[src/rtl/instruction_queue_if.sv]
// rtl/instruction_queue_if.sv - fetch/controller handshake bundle for instruction_queue
// Fetch drives the push side (master); the queue sits on the slave modport.
interface instruction_queue_if #(
  parameter int WIDTH = 16,
  parameter int DEPTH = 4
);
  localparam int CW = $clog2(DEPTH + 1);

  logic [WIDTH-1:0] in_data;
  logic             in_valid;
  logic             in_ready;
  logic             advance;
  logic             flush;
  logic [WIDTH-1:0] ir;
  logic             ir_valid;
  logic [CW-1:0]    count;
  logic             ovf;

  modport master (
    output in_data, in_valid, advance, flush,
    input  in_ready, ir, ir_valid, count, ovf
  );

  modport slave (
    input  in_data, in_valid, advance, flush,
    output in_ready, ir, ir_valid, count, ovf
  );
endinterface

[src/rtl/instruction_queue.sv]
// rtl/instruction_queue.sv - DEPTH-entry instruction FIFO replacing the single-word IR
// Define IQ_LAST_HOLD_EN to keep the last popped word on ir while the queue is empty.
module instruction_queue #(
  parameter int WIDTH = 16,
  parameter int DEPTH = 4
) (
  input logic              clk,
  input logic              rst_n,
  instruction_queue_if.slave q
);
  localparam int CW = $clog2(DEPTH + 1);
  localparam int PW = $clog2(DEPTH);

  logic [WIDTH-1:0] mem_q [DEPTH];
  logic [WIDTH-1:0] mem_d [DEPTH];
  logic [PW-1:0]    wptr_q, wptr_d;
  logic [PW-1:0]    rptr_q, rptr_d;
  logic [CW-1:0]    count_q, count_d;
  logic             ovf_q, ovf_d;
  logic             full, not_empty, push, pop;
  logic [WIDTH-1:0] empty_ir;

  assign full      = (count_q == CW'(DEPTH));
  assign not_empty = (count_q != '0);
  assign push      = q.in_valid & ~full & ~q.flush;
  assign pop       = q.advance & not_empty & ~q.flush;

  always_comb begin
    mem_d   = mem_q;
    wptr_d  = wptr_q;
    rptr_d  = rptr_q;
    count_d = count_q;
    ovf_d   = ovf_q;
    if (q.flush) begin
      wptr_d  = '0;
      rptr_d  = '0;
      count_d = '0;
      ovf_d   = 1'b0;
    end else begin
      if (push) begin
        mem_d[wptr_q] = q.in_data;
        wptr_d        = wptr_q + PW'(1);
      end
      if (pop) begin
        rptr_d = rptr_q + PW'(1);
      end
      if (push && !pop) begin
        count_d = count_q + CW'(1);
      end else if (pop && !push) begin
        count_d = count_q - CW'(1);
      end
      if (q.in_valid && full) begin
        ovf_d = 1'b1;
      end
    end
  end

  always_ff @(posedge clk or negedge rst_n) begin
    if (!rst_n) begin
      wptr_q  <= '0;
      rptr_q  <= '0;
      count_q <= '0;
      ovf_q   <= 1'b0;
    end else begin
      wptr_q  <= wptr_d;
      rptr_q  <= rptr_d;
      count_q <= count_d;
      ovf_q   <= ovf_d;
    end
  end

  // Storage needs no reset: ir is gated by count, so stale entries never leak out.
  always_ff @(posedge clk) begin
    mem_q <= mem_d;
  end

`ifdef IQ_LAST_HOLD_EN
  logic [WIDTH-1:0] hold_q, hold_d;

  always_comb begin
    hold_d = hold_q;
    if (pop) begin
      hold_d = mem_q[rptr_q];
    end
  end

  always_ff @(posedge clk or negedge rst_n) begin
    if (!rst_n) begin
      hold_q <= '0;
    end else begin
      hold_q <= hold_d;
    end
  end

  assign empty_ir = hold_q;
`else
  assign empty_ir = '0;
`endif

  assign q.in_ready = ~full;
  assign q.ir_valid = not_empty;
  assign q.count    = count_q;
  assign q.ovf      = ovf_q;
  assign q.ir       = not_empty ? mem_q[rptr_q] : empty_ir;
endmodule
[src/flat_wrapper.sv]
// flat-port wrapper written by rule: the top's interface ports become plain ports
module instruction_queue_flat 
#(
  parameter int WIDTH = 16,
  parameter int DEPTH = 4
)
  (clk, rst_n, q_in_data, q_in_valid, q_advance, q_flush, q_in_ready, q_ir, q_ir_valid, q_count, q_ovf);
  instruction_queue_if #(.WIDTH(WIDTH), .DEPTH(DEPTH)) q_i ();
  input logic clk;
  input logic rst_n;
  input wire logic [$bits(q_i.in_data)-1:0] q_in_data;
  input wire logic [$bits(q_i.in_valid)-1:0] q_in_valid;
  input wire logic [$bits(q_i.advance)-1:0] q_advance;
  input wire logic [$bits(q_i.flush)-1:0] q_flush;
  output wire logic [$bits(q_i.in_ready)-1:0] q_in_ready;
  output wire logic [$bits(q_i.ir)-1:0] q_ir;
  output wire logic [$bits(q_i.ir_valid)-1:0] q_ir_valid;
  output wire logic [$bits(q_i.count)-1:0] q_count;
  output wire logic [$bits(q_i.ovf)-1:0] q_ovf;
  assign q_i.in_data = q_in_data;
  assign q_i.in_valid = q_in_valid;
  assign q_i.advance = q_advance;
  assign q_i.flush = q_flush;
  assign q_in_ready = q_i.in_ready;
  assign q_ir = q_i.ir;
  assign q_ir_valid = q_i.ir_valid;
  assign q_count = q_i.count;
  assign q_ovf = q_i.ovf;
  instruction_queue #(.WIDTH(WIDTH), .DEPTH(DEPTH)) u_core (.clk(clk), .rst_n(rst_n), .q(q_i));
endmodule
[config.mk]
export PLATFORM = sky130hd
export DESIGN_NAME = instruction_queue_flat
export DESIGN_NICKNAME = d
export VERILOG_FILES = /design/src/rtl/instruction_queue_if.sv /design/src/rtl/instruction_queue.sv /design/src/flat_wrapper.sv
export SDC_FILE = /design/constraint.sdc
export NUM_CORES = 1
export LEC_CHECK = 0
export CORE_MARGIN = 2
export CORE_UTILIZATION = 35
export CTS_CLUSTER_SIZE = 10
export DETAILED_ROUTE_END_ITERATION = 10
export GPL_TIMING_DRIVEN = 0
export PLACE_DENSITY = 0.61
export SLEW_MARGIN = 0
export SYNTH_ARGS = -nofsm -noshare
export SYNTH_HDL_FRONTEND = slang
export SYNTH_SLANG_ARGS = --single-unit
[constraint.sdc]
create_clock -name clk -period 6.27 [get_ports clk]
set_input_delay 1.5675 -clock clk [delete_from_list [all_inputs] [get_ports clk]]
set_output_delay 1.5675 -clock clk [all_outputs]
set_load 0.03 [all_outputs]
==> summary.txt, run 1 <==
Yosys
  – Area leader, netlist: edfxtp_1
  – Sequential-to-total area share from yosys stat: 68.7%
  – Share of the synthesized area in the top cell type: 62.2%
  – Number of flops mapped to enable cells by yosys: 64
  – Syn nets: 195
  – YS warnings: 0
  – Primary FF master, synth: edfxtp_1
  – Average cell area after synthesis: 18.3 um^2
  – Synthesized instance count: 169
  – Top cells by area, synth: edfxtp_1 62%, mux4_1 6.8%, dfrtp_1 6.5%, mux4_2 5.8%, nor2b_1 2.2%
  – Asr flop ratio synth: 11.1%
  – Netlist area before placement: 3090 um^2
  – Post-synth cell types: 36
  – Number of synthesized register bits: 72

GRT
  – Initial antenna violation count: 0
  – Tot GR Track Use: 11.7%
  – Total global routing overflow: 0
  – Vias in the first global route: 1600
  – First-pass GRT wire length: 8.24 mm
  – Largest net degree at the start of global routing: 17

Power
  – Pwr dens: 431 nW/um^2
  – Sw Ratio: 34.7%
  – Internal: 1.08 mW
  – P_leak: 1.32 nW
  – Sequential Power Share: 34.7%
  – Max VDD drop: 0.000196 V
  – Switch Pwr: 574 uW
  – Clock share of power: 21.8%
  – Share of power burned in combinational logic: 43.5%
  – Total chip power: 1.65 mW

Drt
  – Drt via density: 4.75
  – Number of detailed-route iterations in the first pass: 4
  – DR vias: 1588
  – Wire per inst: 15.9 um
  – Post-route ant nets: 0
  – Drt drc: 0
  – Starting DRT DRC Count: 94
  – Overall routed net length: 5.31 mm

Cells and area
  – Fin nets: 247
  – Antenna diodes: 0
  – Non-filler cells, final: 334
  – Fill cells: 768
  – Commonest non-fill, non-tap cell in the layout: edfxtp_1
  – Commonest non-fill, non-tap cells in the layout: 64 x edfxtp_1, 41 x clkdlybuf4s50_1, 11 x nor2b_1
  – Synth-to-layout area growth: 24.0%
  – Final Util: 44.4%
  – Layout cells sized above 1: 15.5%
  – Post-route cell area: 3830 um^2

Floorplan
  – Initial Util: 35.8%
  – Num ports: 43
  – Core box area: 8640 um^2
  – Die Ht: 98.0 um
  – Die area: 9600 um^2
  – Die Wd: 98.0 um
  – Site Rows: 34

STA
  – Minimum hold slack: 508 ps
  – Post-route worst setup slack: 2200 ps
  – Slew margin rel.: 41.0%
  – Minimum clock period: 4070 ps
  – Unrepaired setup endpoints after global routing: false
  – Tcrit/Tclk final: 64.9%
  – Least-Margin Pin Slew: 885 ps
  – Max Slew Vio Count: 0
  – Final setup vio count: 0
  – Final setup TNS: 0 ps
  – Worst Skew: 6.91 ps
  – F_max: 0.246 GHz
  – Final Hold Fails: 0

Critical path
  – Crit. End Element: primary output
  – Slowest-stage cell, CP: clkdlybuf4s50_1
  – WS Path Type: reg -> out
  – Startpoint Class: flop
  – Cells along the critical path: buf_4 > nor3_4 > clkbuf_1 > and2b_1 > clkdlybuf4s50_1
  – Worst Path Required: 4700 ps
  – Peak fanout along the critical path: 10
  – Crit-path max cell delay: 580 ps
  – Worst Path Arrival: 2500 ps

Clocking
  – Hold buffers post-CTS: 0
  – Post_cts resized: 0
  – CTS tree: yes
  – Reg clk slew, reported paths: 70 ps
  – CTS Buf Count: 9
  – Post-CTS Setup Bufs: 0
  – H-tree depth: 3
  – Worst-skew pair later-pin latency: 350 ps
  – # clock sinks: 72
  – CTS root buf: clkbuf_8
  – Clock tree buffer depth: 2

Placement
  – DP Wirelength: 3.33 mm
  – DP Area: 3640 um^2
  – Placed insts: 318
  – Post-placement setup slack: 2490 ps
  – Port bufs: 41
  – Placer Congestion: 0.784

Worst hold path
  – Hold WC Path Type: reg -> reg

Outcome
  – Status: finished clean

Job
  – Max-Cap Viols: 0
==> area by class of cell <==
type                            instances  area [um^2]  area share (%)
Multi-Input combinational cell         78          853            22.3
Inverter                                8         30.0           0.783
Timing Repair Buffer                   41          410            10.7
Clock buffer                           10          128            3.33
Buffer                                 11         85.1            2.22
Sequential cell                        72         2120            55.4
Tap cell                              108          135            3.52
Clock inverter                          6         70.1            1.83
==> cells in the mapped netlist, drive strengths merged, types with 3 or more instances <==
cell     n
a21oi    3
ha       4
dfrtp    8
clkbuf   3
buf      8
o21ai    3
nor2b   11
mux4    16
and2     5
nor2     8
inv      8
edfxtp  64
and2b    5
==> kinds of logic after synthesis <==
kind of cell,count (synthesis),synth area share [%]
AOI/OAI and AO/OA,15,3.52
adders and majority gates,5,2.27
and+or+nand+nor,37,7.49
xor gates and xnor gates,2,0.567
muxes,19,13.8
DFF,72,68.7
buffers and inverters,19,3.72
==> state kept, by name, summed over array words and instances (netlist names) <==
| signal | cells |
|---|---|
| u_core.mem_q | 64 |
| u_core.rptr_q | 2 |
| u_core.q.ovf | 1 |
| u_core.wptr_q | 2 |
| u_core.q.count | 3 |
==> per-layer routing <==
metal | share of wire [%] | GRT usage, % | wire (um)
met2 | 48 | 18.3 | 2540
met4 | 1.9 | 5.88 | 103
met1 | 45 | 14.9 | 2380
met5 | 0 | 0 | 0
met3 | 5.2 | 3.36 | 278
==> power groups by stage <==
stage | Combinational (mW) | Sequential (mW) | Clock (mW)
finish | 0.718 | 0.574 | 0.359
global route | 0.774 | 0.577 | 0.385
CTS | 0.732 | 0.574 | 0.369
detailed placement | 0.729 | 0.584 | 0
global placement | 0.728 | 0.584 | 0
floorplan | 0.465 | 0.602 | 0
==> final timing paths <==
kind                                   start                 to  slack [ps]  depth (start not counted)
setup / recovery           u_core.q.count[0]           q_ir[12]        2200                          5
hold / removal                  u_core.q.ovf       u_core.q.ovf         510                          2
setup reg to reg           u_core.q.count[0]  u_core.q.count[2]        3670                          8
hold reg to reg                 u_core.q.ovf       u_core.q.ovf         510                          2
max in group asynchronous              rst_n   u_core.rptr_q[0]        4460                          1
min in group asynchronous              rst_n  u_core.q.count[2]        1520                          1
==> critical path, delay by kind of cell, from the launching register on <==
family | cells | cell delay [ps]
buffers and inverters | 3 | 1200
DFF | 1 | 380
and+or+nand+nor | 2 | 600
Note: power is estimated with default switching activity, not from simulation.
==> run 2, diff against run 1 <==
clock period = 3.9 ns   (was 6.27 ns; I/O delays follow)
==> results of run 2 <==
Same layout as run 1 (identical final DEF). Status: finished clean.
Main changes from that run: setup slack after placement 2490 ps -> 714 ps; setup slack after layout 2200 ps -> 420 ps; register-to-register setup slack 3670 ps -> 1300 ps; total power 1.65 mW -> 2.65 mW; worst IR drop on VDD 0.000196 V -> 0.000315 V
